**src/rtl/rtu_rob_ctrl.sv**
```systemverilog
// Reorder-buffer head/tail controller for a 16-entry ROB.
// Allocates IIDs at the tail, retires in order from the head, and sequences
// a global flush (FLUSH then RECOVER) that resets the queue pointers.
// Protocol violations set a sticky error flag and are otherwise ignored.
//
// state   | meaning
// --------+-------------------------------------------------------------
// RUN     | normal allocate/retire; any entry_flush bit starts a flush
// FLUSH   | one cycle of rtu_global_flush; pointers and count clear
// RECOVER | one cycle of rename-map recovery; grants and head ptr blocked
module rtu_rob_ctrl #(
  parameter int DEPTH = 16
) (
  input  logic        clk,
  input  logic        rst_clk,
  input  logic        create_req,
  output logic        create_gnt,
  output logic [15:0] entry_create_vld,
  output logic [3:0]  create_iid,
  input  logic [15:0] entry_vld,
  input  logic [15:0] entry_retire,
  input  logic [15:0] entry_flush,
  output logic [15:0] head_iid_ptr,
  output logic        rtu_global_flush,
  output logic [4:0]  rob_cnt,
  output logic        rob_full,
  output logic        rob_empty,
  output logic        rob_err
);

  localparam int PTR_W = 4;

  typedef enum logic [1:0] {RUN, FLUSH, RECOVER} state_t;

  state_t           state;
  logic [PTR_W-1:0] head;
  logic [PTR_W-1:0] tail;
  logic [4:0]       cnt;

  logic        run;
  logic        any_flush;
  logic        retire;
  logic        err_evt;
  logic [15:0] head_oh;
  logic [15:0] tail_oh;

  assign run       = (state == RUN);
  assign any_flush = |entry_flush;
  assign head_oh   = 16'd1 << head;
  assign tail_oh   = 16'd1 << tail;

  assign rob_cnt   = cnt;
  assign rob_full  = (cnt == 5'(DEPTH));
  assign rob_empty = (cnt == 5'd0);

  // Reset term keeps the grant quiet while the pointers are being forced.
  assign create_gnt       = create_req & ~rob_full & run & ~any_flush & ~rst_clk;
  assign entry_create_vld = create_gnt ? tail_oh : 16'd0;
  assign create_iid       = tail;

  // Head pointer is withheld whenever a flush is pending or in progress so
  // no wrong-path entry can retire.
  assign head_iid_ptr     = rst_clk ? 16'h0001 :
                            ((run & ~any_flush) ? head_oh : 16'd0);
  assign rtu_global_flush = (state == FLUSH);

  assign retire  = run & entry_retire[head];
  assign err_evt = (run & |(entry_retire & ~head_oh)) |
                   (run & |entry_retire & (cnt == 5'd0)) |
                   (create_gnt & entry_vld[tail]);

  // Pointer, count and flush sequencing; an erroneous cycle only sets rob_err.
  always_ff @(posedge clk or posedge rst_clk) begin
    if (rst_clk) begin
      state   <= RUN;
      head    <= '0;
      tail    <= '0;
      cnt     <= '0;
      rob_err <= 1'b0;
    end else if (err_evt) begin
      rob_err <= 1'b1;
    end else begin
      case (state)
        RUN: begin
          if (create_gnt) tail <= tail + 4'd1;
          if (retire)     head <= head + 4'd1;
          case ({create_gnt, retire})
            2'b10:   cnt <= cnt + 5'd1;
            2'b01:   cnt <= cnt - 5'd1;
            default: cnt <= cnt;
          endcase
          if (any_flush) state <= FLUSH;
        end
        FLUSH: begin
          head  <= '0;
          tail  <= '0;
          cnt   <= '0;
          state <= RECOVER;
        end
        RECOVER: state <= RUN;
        default: state <= RUN;
      endcase
    end
  end

endmodule

```
**config.mk**
```make
export PLATFORM = sky130hd
export DESIGN_NAME = rtu_rob_ctrl
export DESIGN_NICKNAME = d
export VERILOG_FILES = /design/src/rtl/rtu_rob_ctrl.sv
export SDC_FILE = /design/constraint.sdc
export NUM_CORES = 1
export LEC_CHECK = 0
export CAP_MARGIN = 30
export CELL_PAD_IN_SITES_DETAIL_PLACEMENT = 2
export CELL_PAD_IN_SITES_GLOBAL_PLACEMENT = 2
export CORE_ASPECT_RATIO = 1.4
export CORE_MARGIN = 3
export CORE_UTILIZATION = 22
export CTS_CLUSTER_SIZE = 25
export DETAILED_ROUTE_END_ITERATION = 12
export GPL_TIMING_DRIVEN = 0
export PLACE_DENSITY = 0.92
export SYNTH_ARGS = -nofsm -noshare
export SYNTH_HDL_FRONTEND = slang
export SYNTH_SLANG_ARGS = --single-unit
```
**constraint.sdc**
```tcl
create_clock -name clk -period 4.1 [get_ports clk]
set_input_delay 0.82 -clock clk [delete_from_list [all_inputs] [get_ports clk]]
set_output_delay 0.82 -clock clk [all_outputs]
set_load 0.1 [all_outputs]
```
* Word level (Yosys, flattened, before mapping) *
Index checks and enable logic that the tools add are counted.

operators by class
  reductions and logical operators = 10
  shift-type cells = 2
  bitwise operators = 18
  order comparisons = 2
  $add $sub $neg = 4
  multiplexer cells = 15
  eq/ne operators = 8

operators by type and width
  cell                                                    count
  2-to-1 mux 16 bit                                       3
  OR reduction 16 bit                                     3
  << shifter 1 x 4 -> 16 bit (first input constant)       2
  case mux 5 bit (2 select lines)                         2
  AND 16 bit                                              1
  inverter 16 bit                                         1
  case mux 4 bit (2 select lines)                         2
  AND 1 bit                                               10
  < comparator 4 x 5 -> 1 bit (second input constant)     2
  AND reduction 3 bit                                     3
  adder 4 x 1 -> 4 bit (second input constant)            2
  binary-select mux 1 bit (select 4 bit)                  2
  2-to-1 mux 4 bit                                        2
  adder 5 x 1 -> 5 bit (second input constant)            1
  equality test 5 bit (second input constant)             1
  zero test 5 bit                                         1
  subtractor 5 x 1 -> 5 bit (second input constant)       1
  equality test 2 x 1 -> 1 bit (second input constant)    2
  inequality test 2 x 1 -> 1 bit (second input constant)  2
  inverter 1 bit                                          4
  case mux 2 bit (2 select lines)                         1
  inequality test 3 x 1 -> 1 bit (second input constant)  1
  equality test 2 bit (second input constant)             1
  zero test 2 bit                                         1
  other kinds (6)                                         8

word-level totals
  flip-flop bits (word level) = 16
  output and inout bits = 46
  logic and storage cells = 64
  input port bits = 51

* Depth between registers and ports, before layout *
Gate-level depths: netlist of the first run.

  depth in word-level cells = 10
  mapped depth = 16

* Least setup slack after synthesis of the first run *
No wires, ideal clock.

  path type = in2out
  start point = in entry_flush[1]
  end point = out head_iid_ptr[12]
  arrival = 3.814 ns
  data required time = 3.280 ns
  setup slack = -0.534 ns
  stages = 4
  path through = or4_1 nor3_4 nand3_1 nor3_1

on the way
  word-level cells in the longest chain between the ends = 5

ends and longest elaborated chain
  what                 RTL line  text
  from (decl)          22        input logic [15:0] entry_flush,
  OR reduction 16 bit  48        assign any_flush = |entry_flush;
  inverter 1 bit       64        ((run & ~any_flush) ? head_oh : 16'd0);
  AND 1 bit            64
  2-to-1 mux 16 bit    64
  2-to-1 mux 16 bit    63        assign head_iid_ptr = rst_clk ? 16'h0001 :
  to (decl)            23        output logic [15:0] head_iid_ptr,

No other way between the ends.

* Worst setup path in the final report of the first run *
  start point = in entry_flush[1]
  end point = out entry_create_vld[15]

on the way
  word-level cells in the longest chain between the ends = 5

ends and longest elaborated chain
  what                    RTL line  text
  OR reduction 16 bit     48
  inverter 1 bit          57        assign create_gnt = create_req & ~rob_full & run & ~any_flush & ~rst_clk;
  AND 1 bit (2 in a row)  57
  2-to-1 mux 16 bit       58        assign entry_create_vld = create_gnt ? tail_oh : 16'd0;
  to (decl)               18        output logic [15:0] entry_create_vld,

No other way between the ends.

==> results by group, run 1 <==
Run status
  – Status: finished, final reports clean

Floorplan
  – Initial core utilization: 23.05%
  – DIE AREA: between 9000 and 10000 sq um
  – # IOs: 97
  – Placeable Area: 8295 sq um
  – Die X: 84.79 microns
  – Die Span Y: roughly 120 microns
  – Site row count: 39

CTS
  – Largest buffer count on any clock path: 2
  – Clock sink count: 16
  – CTS Buf Count: 3
  – Clk Latency, worst-skew pair: 0.25 ns
  – CTS tree: built
  – H-tree levels: 1
  – Root Buffer: clkbuf_16
  – Clk slew on worst S/H paths: ~0.050 ns

Synth
  – Mapped Cells: approximately 220
  – Synth Flop Type: dfrtp_1
  – #FFs+latches synth: 16
  – Async SR Flop Fraction: 100.0%
  – Post-synth cell types: 51
  – Seq/Total Area, Yosys: a little over a fifth
  – Post-Syn Nets: 289
  – Synthesis Warnings: 0
  – Synthesized area per cell: between 8 and 9 sq um
  – Post-synth EDFFs: 0
  – Cell area after synthesis: ~1900 sq um

Timing
  – Unrepaired setup endpoints after global routing: yes
  – Max-slew violation count: 0
  – Final setup violation count: 0
  – Slew HR: about a third
  – Fin Setup TNS: 0 ns
  – Measured slew at the worst slew-check pin: 0.9908 ns
  – Fin crit share: a little over nine tenths
  – Max Freq: 250.8 MHz
  – Final Hold Fails: 0
  – Final worst path period need: about 4 ns
  – Worst clock skew: ~0.0019 ns

Final layout
  – Synth-to-Final Area Change: 59.49%
  – ANT cells: 0
  – Nets: just under 400
  – Final Non-Filler Cells: approximately 430
  – FF+latch area: approximately 400 sq um
  – Multi-input combinational cell area: about 1400 sq um
  – Layout cell share with drive strength beyond 1: around a fifth
  – Util after Layout: around 37%
  – Fill cells: 960

Critical path
  – Critical Path Fanout Max: 8
  – Setup crit end kind: primary output
  – Reg2reg path depth: 15
  – Crit start category: input pin
  – Critical Path RT: ~3.3 ns
  – Crit path kind: in -> out
  – Worst path arrival time: about 3.2 ns

GRT
  – Number of global-route vias before repair: roughly 2500
  – Global route overflow: 0
  – Largest net degree at the start of global routing: 17
  – Initial antenna violation count: 0
  – Met3 GRT Util: under 10%
  – GR Util met1: 17.17%
  – First-pass GRT wire length: about 13 mm
  – Total track usage: 16.63%
  – GRT met2 Usage: 34.40%
  – GR peak layer: met2

Detailed routing
  – Detail Route Antenna Nets: 0
  – Number of vias per cell: approximately 5.2
  – Post-DR wirelength/cell: between 15 and 20 microns
  – Drt total wl: 8.239 mm
  – Iteration-0 DRC Markers: 40
  – Residual DRC: 0
  – Total number of vias: roughly 2200
  – Drt pass-1 iters: 4

Worst hold path
  – HP Class: reg -> reg
  – Hold Crit Depth: 1

Pwr
  – Total power: 1680 uW
  – Power per Cell Area: 550.9 nW/um^2
  – Max IR drop VDD: between 0.2 and 0.3 mV
  – Leak: ~0.0013 uW

Place
  – Detailed placer's ending HPWL: just under 7 mm
  – Routability congestion estimate: roughly 0.89
  – Buffers on Ports: 96
  – Placed insts: between 400 and 500

Flow run
  – Max-cap violations: 0
-- layer usage --
| metal | vias up | routed length, microns |
|---|---|---|
| li1 | 1035 | - |
| met1 | 1094 | 2956 |
| met2 | 66 | 4768 |
| met3 | 13 | 358 |
| met4 | 0 | 155 |
| met5 | - | 0 |
-- final timing paths --
kind	slack, ns	endpoint	start
max	0.11	entry_create_vld[15]	entry_flush[1]
min	0.48	rob_err	rob_err
max reg2reg	0.48	rob_cnt[4]	head[2]
min reg2reg	0.48	rob_err	rob_err
max in group asynchronous	2.56	state[1]	rst_clk
min in group asynchronous	1.11	head[3]	rst_clk
-- layout by cell type, fill, tap and decap left out, types with 7 or more instances in the layout --
master           synthesis  final
a21oi_1                 11     11
and2_1                  15     15
and3_1                  20     20
buf_2                    2     14
clkdlybuf4s15_2          0     10
clkdlybuf4s50_1          0     63
dfrtp_1                 16     16
ha_1                    15     15
inv_1                   19     19
mux2i_1                  7      7
nand2_1                  8      8
nand3_1                  8      7
nor2_1                   8      7
nor3_1                   7      7
nor4_1                  11     11
o21ai_0                  8      7
-- timing repair --
item | 4_1_cts | 5_1_grt
setup buffers | 0 | 2
hold buffers | 0 | 0
resized for setup | 136 | 27
pin swaps | 0 | 2
endpoints found under the setup margin | 34 | 17
-- registers in the layout, summed over array words and instances, names as in the netlist --
| signal | cells |
|---|---|
| rob_cnt | 5 |
| rob_err | 1 |
| state | 2 |
| create_iid | 4 |
| head | 4 |
-- worst max-delay path: stages --
cell and delay, ns:
clkdlybuf4s50_1 0.39, or4_1 0.59, nor3_4 0.26, nand3_4 0.17, inv_2 0.19, and3_1 0.18, clkdlybuf4s15_2 0.56
-- stage by stage --
| step | worst slack, ns | area [sq um] | hold slack, ns |
|---|---|---|---|
| 5_1_grt | -0.007133 | 3049 | 0.5108 |
| 3_3_place_gp | -0.6717 | 3000 | 0.4694 |
| 6_report | 0.1126 | 3049 | 0.4798 |
| 4_1_cts | 0.004476 | 3053 | 0.4840 |
| 2_1_floorplan | -0.5337 | 1912 | 0.4773 |
| 3_5_place_dp | -0.7241 | 3000 | 0.4590 |
-- cells by family after synthesis --
| group | Yosys count | share of synthesized area [%] |
|---|---|---|
| flops | 16 | 20.94 |
| xor+xnor | 2 | 0.9164 |
| buf+inv | 29 | 6.217 |
| mux | 17 | 13.09 |
| compound gates | 41 | 14.79 |
| fa+ha+maj | 16 | 10.86 |
| simple gates | 101 | 33.18 |
-- area by class of cell --
class / instances / area share (%)
Buffer: 9 / 1.436
Clock buffer: 4 / 2.913
Inverter: 20 / 2.462
Multi-Input combinational cell: 177 / 46.25
Sequential cell: 16 / 13.13
Tap cell: 102 / 4.185
Timing Repair Buffer: 98 / 29.63
-- Yosys cell counts (6+ instances only) --
cell type | n | area [sq um]
dfrtp_1 | 16 | 400.4
nor4_1 | 11 | 68.82
ha_1 | 15 | 187.7
nand2_1 | 8 | 30.03
and3_1 | 20 | 125.1
nor2_1 | 8 | 30.03
mux2i_1 | 7 | 70.07
nand3_1 | 8 | 40.04
o21ai_0 | 8 | 40.04
nor3_1 | 7 | 35.03
inv_1 | 19 | 71.32
a21oi_1 | 11 | 55.05
and2_1 | 15 | 93.84
mux4_2 | 6 | 135.1
clkbuf_1 | 6 | 22.52
-- where the power goes --
part           total, uW  switching (uW)  internal, uW  leakage, uW
logic               1190             767           423      0.00107
clock network        213            64.8           148    0.0000442
registers            276            67.9           208     0.000202
total               1680             900           780      0.00132
Power figures use the tool's default switching activity.
==> run 2, diff against run 1 <==
Settings changed: ABC_AREA from default to 1, CORE_ASPECT_RATIO 1.4 to default, CORE_UTILIZATION 22 to 20, PLACE_DENSITY 0.92 to 0.91.
==> results by group, run 2 <==
Final layout
  – Max reg flops: 5 (unchanged)
  – Most common cell after layout, fill and taps aside: nand2_1
  – Layout cell share with drive strength beyond 1: 18.54% (-1.8 points)
  – Nets: 521 (+33%)
  – Synth-to-Final Area Change: 55.97%
  – ANT cells: 0 (unchanged)
  – Fill cells: 1248 (+30%)
  – Util after Layout: 32.85% (-3.9 points)
  – Final Cell Area: 3284 sq um (+7.7%)
  – Most frequent cells in the layout: nand2_1 (109), clkdlybuf4s50_1 (63), nor2_1 (51), nand3_1 (41), inv_1 (34)

Synth
  – Synthesized area per cell: 5.999 sq um (-30%)
  – Async SR Flop Fraction: 100.0% (unchanged)
  – Post-Syn Nets: 418 (+45%)
  – Most frequent cells after synthesis: nand2_1 (109), nor2_1 (55), nand3_1 (41), inv_1 (35), dfrtp_1 (16)
  – Synthesis Warnings: 0 (unchanged)
  – Area share of the largest cell type after synthesis: 19.43% (-1.5 points)
  – Seq/Total Area, Yosys: 19.01% (-1.9 points)
  – Top cells by area, synth: nand2_1 (19%), dfrtp_1 (19%), nor2_1 (9.8%)
  – Largest area contributor in the netlist: nand2_1
  – Mapped Cells: 351 (+58%)
  – Top-count cell post-synth: nand2_1
  – Synth Flop Type: dfrtp_1
  – Post-synth EDFFs: 0 (unchanged)
  – Post-synth cell types: 31 (-39%)
  – Cell area after synthesis: 2106 sq um (+10%)
  – #FFs+latches synth: 16 (unchanged)

Floorplan
  – DIE AREA: 11800 sq um (+20%)
  – Die X: 108.6 microns (+28%)
  – # IOs: 97 (unchanged)
  – Placeable Area: 10000 sq um (+21%)
  – Die Span Y: 108.6 microns (-6.6%)
  – Initial core utilization: 21.06% (-2.0 points)
  – Site row count: 36 (-7.7%)

Detailed routing
  – Drt pass-1 iters: 4 (unchanged)
  – Post-DR wirelength/cell: 16.80 microns (-13%)
  – Total number of vias: 2687 (+22%)
  – Residual DRC: 0 (unchanged)
  – Iteration-0 DRC Markers: 74 (+85%)
  – Drt total wl: 9.842 mm (+19%)
  – Detail Route Antenna Nets: 0 (unchanged)
  – Number of vias per cell: 4.585 (-12%)

Pwr
  – Sw Ratio: 59.26% (+5.7 points)
  – Sw power: 908.7 uW (+0.98%)
  – Seq pwr share: 15.6% (-0.8 points)
  – Clock group share of total power: 9.8% (-2.9 points)
  – Int Power: 624.8 uW (-20%)
  – Power per Cell Area: 466.9 nW/um^2 (-15%)
  – Leak: 0.001591 uW (+21%)
  – Comb power frac: 74.5% (+3.6 points)
  – Max IR drop VDD: 0.3807 mV (+34%)
  – Total power: 1534 uW (-8.7%)

CTS
  – Clock sink count: 16 (unchanged)
  – CTS Buf Count: 3 (unchanged)
  – Clk slew on worst S/H paths: 0.08 ns (+0.03 ns)
  – Largest buffer count on any clock path: 2 (unchanged)
  – H-tree levels: 1 (unchanged)
  – Root Buffer: clkbuf_8
  – Post-CTS Hold Buffers: 0 (unchanged)
  – Clk Latency, worst-skew pair: 0.26 ns (about the same)
  – CTS tree: built

GRT
  – Largest net degree at the start of global routing: 20 (+3)
  – Total track usage: 16.79% (+0.15 points)
  – Initial antenna violation count: 0 (unchanged)
  – First-pass GRT wire length: 15.80 mm (+21%)
  – Number of global-route vias before repair: 3065 (+23%)
  – Global route overflow: 0 (unchanged)

Timing
  – Final worst path period need: 3.910 ns (-0.07773 ns)
  – Measured slew at the worst slew-check pin: 1.037 ns (+0.04632 ns)
  – Fin crit share: 95.36% (-1.9 points)
  – Final Hold Fails: 0 (unchanged)
  – Max-slew violation count: 0 (unchanged)
  – Worst clock skew: 0.009160 ns (+0.007294 ns)
  – Final setup violation count: 0 (unchanged)
  – Unrepaired setup endpoints after global routing: no
  – Max Freq: 255.8 MHz (+2.0%)
  – Fin Setup TNS: 0 ns (unchanged)
  – Slew HR: 30.64% (-3.1 points)
  – Setup ws final: 0.1903 ns (+0.07773 ns)

Critical path
  – R2R Setup Slk: 0.88 ns (+0.40 ns)
  – Crit start category: input pin
  – Terminus of the critical flop-to-flop path: rob_cnt[4]
  – R2r startpoint: head[0]
  – Crit path kind: in -> out
  – Setup crit end kind: primary output
  – Critical Path RT: 3.28 ns (about the same)
  – Reg2reg path depth: 17 (+2)
  – Worst path arrival time: 3.09 ns (-0.08 ns)
  – Critical Path Fanout Max: 8 (unchanged)

Worst hold path
  – Hold worst-path end: rob_err
  – HP Start: rob_err
  – Hold Crit Depth: 1 (unchanged)
  – HP Class: reg -> reg

Place
  – Detailed placer's ending HPWL: 8.054 mm (+20%)
  – Worst slack at placement: -0.8667 ns (-0.1426 ns)
  – Routability congestion estimate: 0.8633 (-3.2%)
  – Dpl cell area: 3309 sq um (+10%)
  – Buffers on Ports: 96 (unchanged)

Run status
  – Status: finished, final reports clean

Flow run
  – Max-cap violations: 0 (unchanged)
==> run 2: cell types whose count changed after synthesis, sizes merged, moves of 7 or more <==
cell and delta:
and2 -14, and3 -20, nand3 +40, nand2 +105, nor2 +56, mux2i -7
nor4 -12, inv +19
==> run 2: worst max path at each step <==
stage	from	to	slack, ns	cells past startpoint
after detailed placement	rst_clk	entry_create_vld[0]	-0.87	7
after floorplan	rst_clk	head_iid_ptr[3]	-0.30	3
final	entry_flush[9]	entry_create_vld[8]	0.19	9
after CTS	entry_flush[9]	entry_create_vld[4]	0.004	9
after global placement	rst_clk	entry_create_vld[0]	-0.75	7
after global routing	entry_flush[11]	entry_create_vld[3]	0.007	9
==> run 2: per-stage QoR <==
stage | hold slack, ns | cells
6_report | 0.4739 | 586
5_1_grt | 0.4969 | 586
4_1_cts | 0.4767 | 584
3_5_place_dp | 0.4573 | 580
3_3_place_gp | 0.4479 | 580
2_1_floorplan | 0.4944 | 351
==> run 2: cell families after synthesis <==
logic type | synth area share [%]
compound gates | 4.040
fa+ha+maj | 9.863
buf+inv | 10.34
simple gates | 55.08
xor+xnor | 1.664
flops | 19.01
==> run 2: what timing repair did <==
action	4_1_cts	5_1_grt
gates resized for setup	71	56
setup buffers	0	2
endpoints found under the setup margin	33	29
==> run 2: power groups by stage <==
stage | logic (uW) | clock network [uW] | registers [uW]
after floorplan | 741 | 0 | 315
after global placement | 1070 | 0 | 240
after detailed placement | 1130 | 0 | 244
after CTS | 1150 | 151 | 241
after global routing | 1260 | 159 | 247
final | 1140 | 151 | 239
==> run 2: final cells by class <==
type | instances | area (sq um) | area share (%)
Buffer | 8 | 56.30 | 1.714
Clock buffer | 4 | 55.05 | 1.676
Inverter | 43 | 165.2 | 5.029
Multi-Input combinational cell | 284 | 1564 | 47.62
Sequential cell | 16 | 400.4 | 12.19
Tap cell | 133 | 166.4 | 5.067
Timing Repair Buffer | 98 | 877.1 | 26.70
==> run 2: worst max-delay path, cell delays in order <==
cell and delay (ns):
clkdlybuf4s50_1 0.40, nor2_1 0.13, nand2_1 0.08, nor2_1 0.26, nand4_4 0.24, nor2_8 0.21, nand2_1 0.29, nor3_2 0.19
buf_2 0.45
==> run 2: per-layer routing <==
| metal | track usage (%) | up-vias | routed length, microns |
|---|---|---|---|
| met1 | 20.04 | 1321 | 4105 |
| met2 | 32.52 | 48 | 5348 |
| met5 | 0 | - | 0 |
| li1 | - | 1313 | - |
| met3 | 1.776 | 5 | 336 |
| met4 | 2.795 | 0 | 52 |
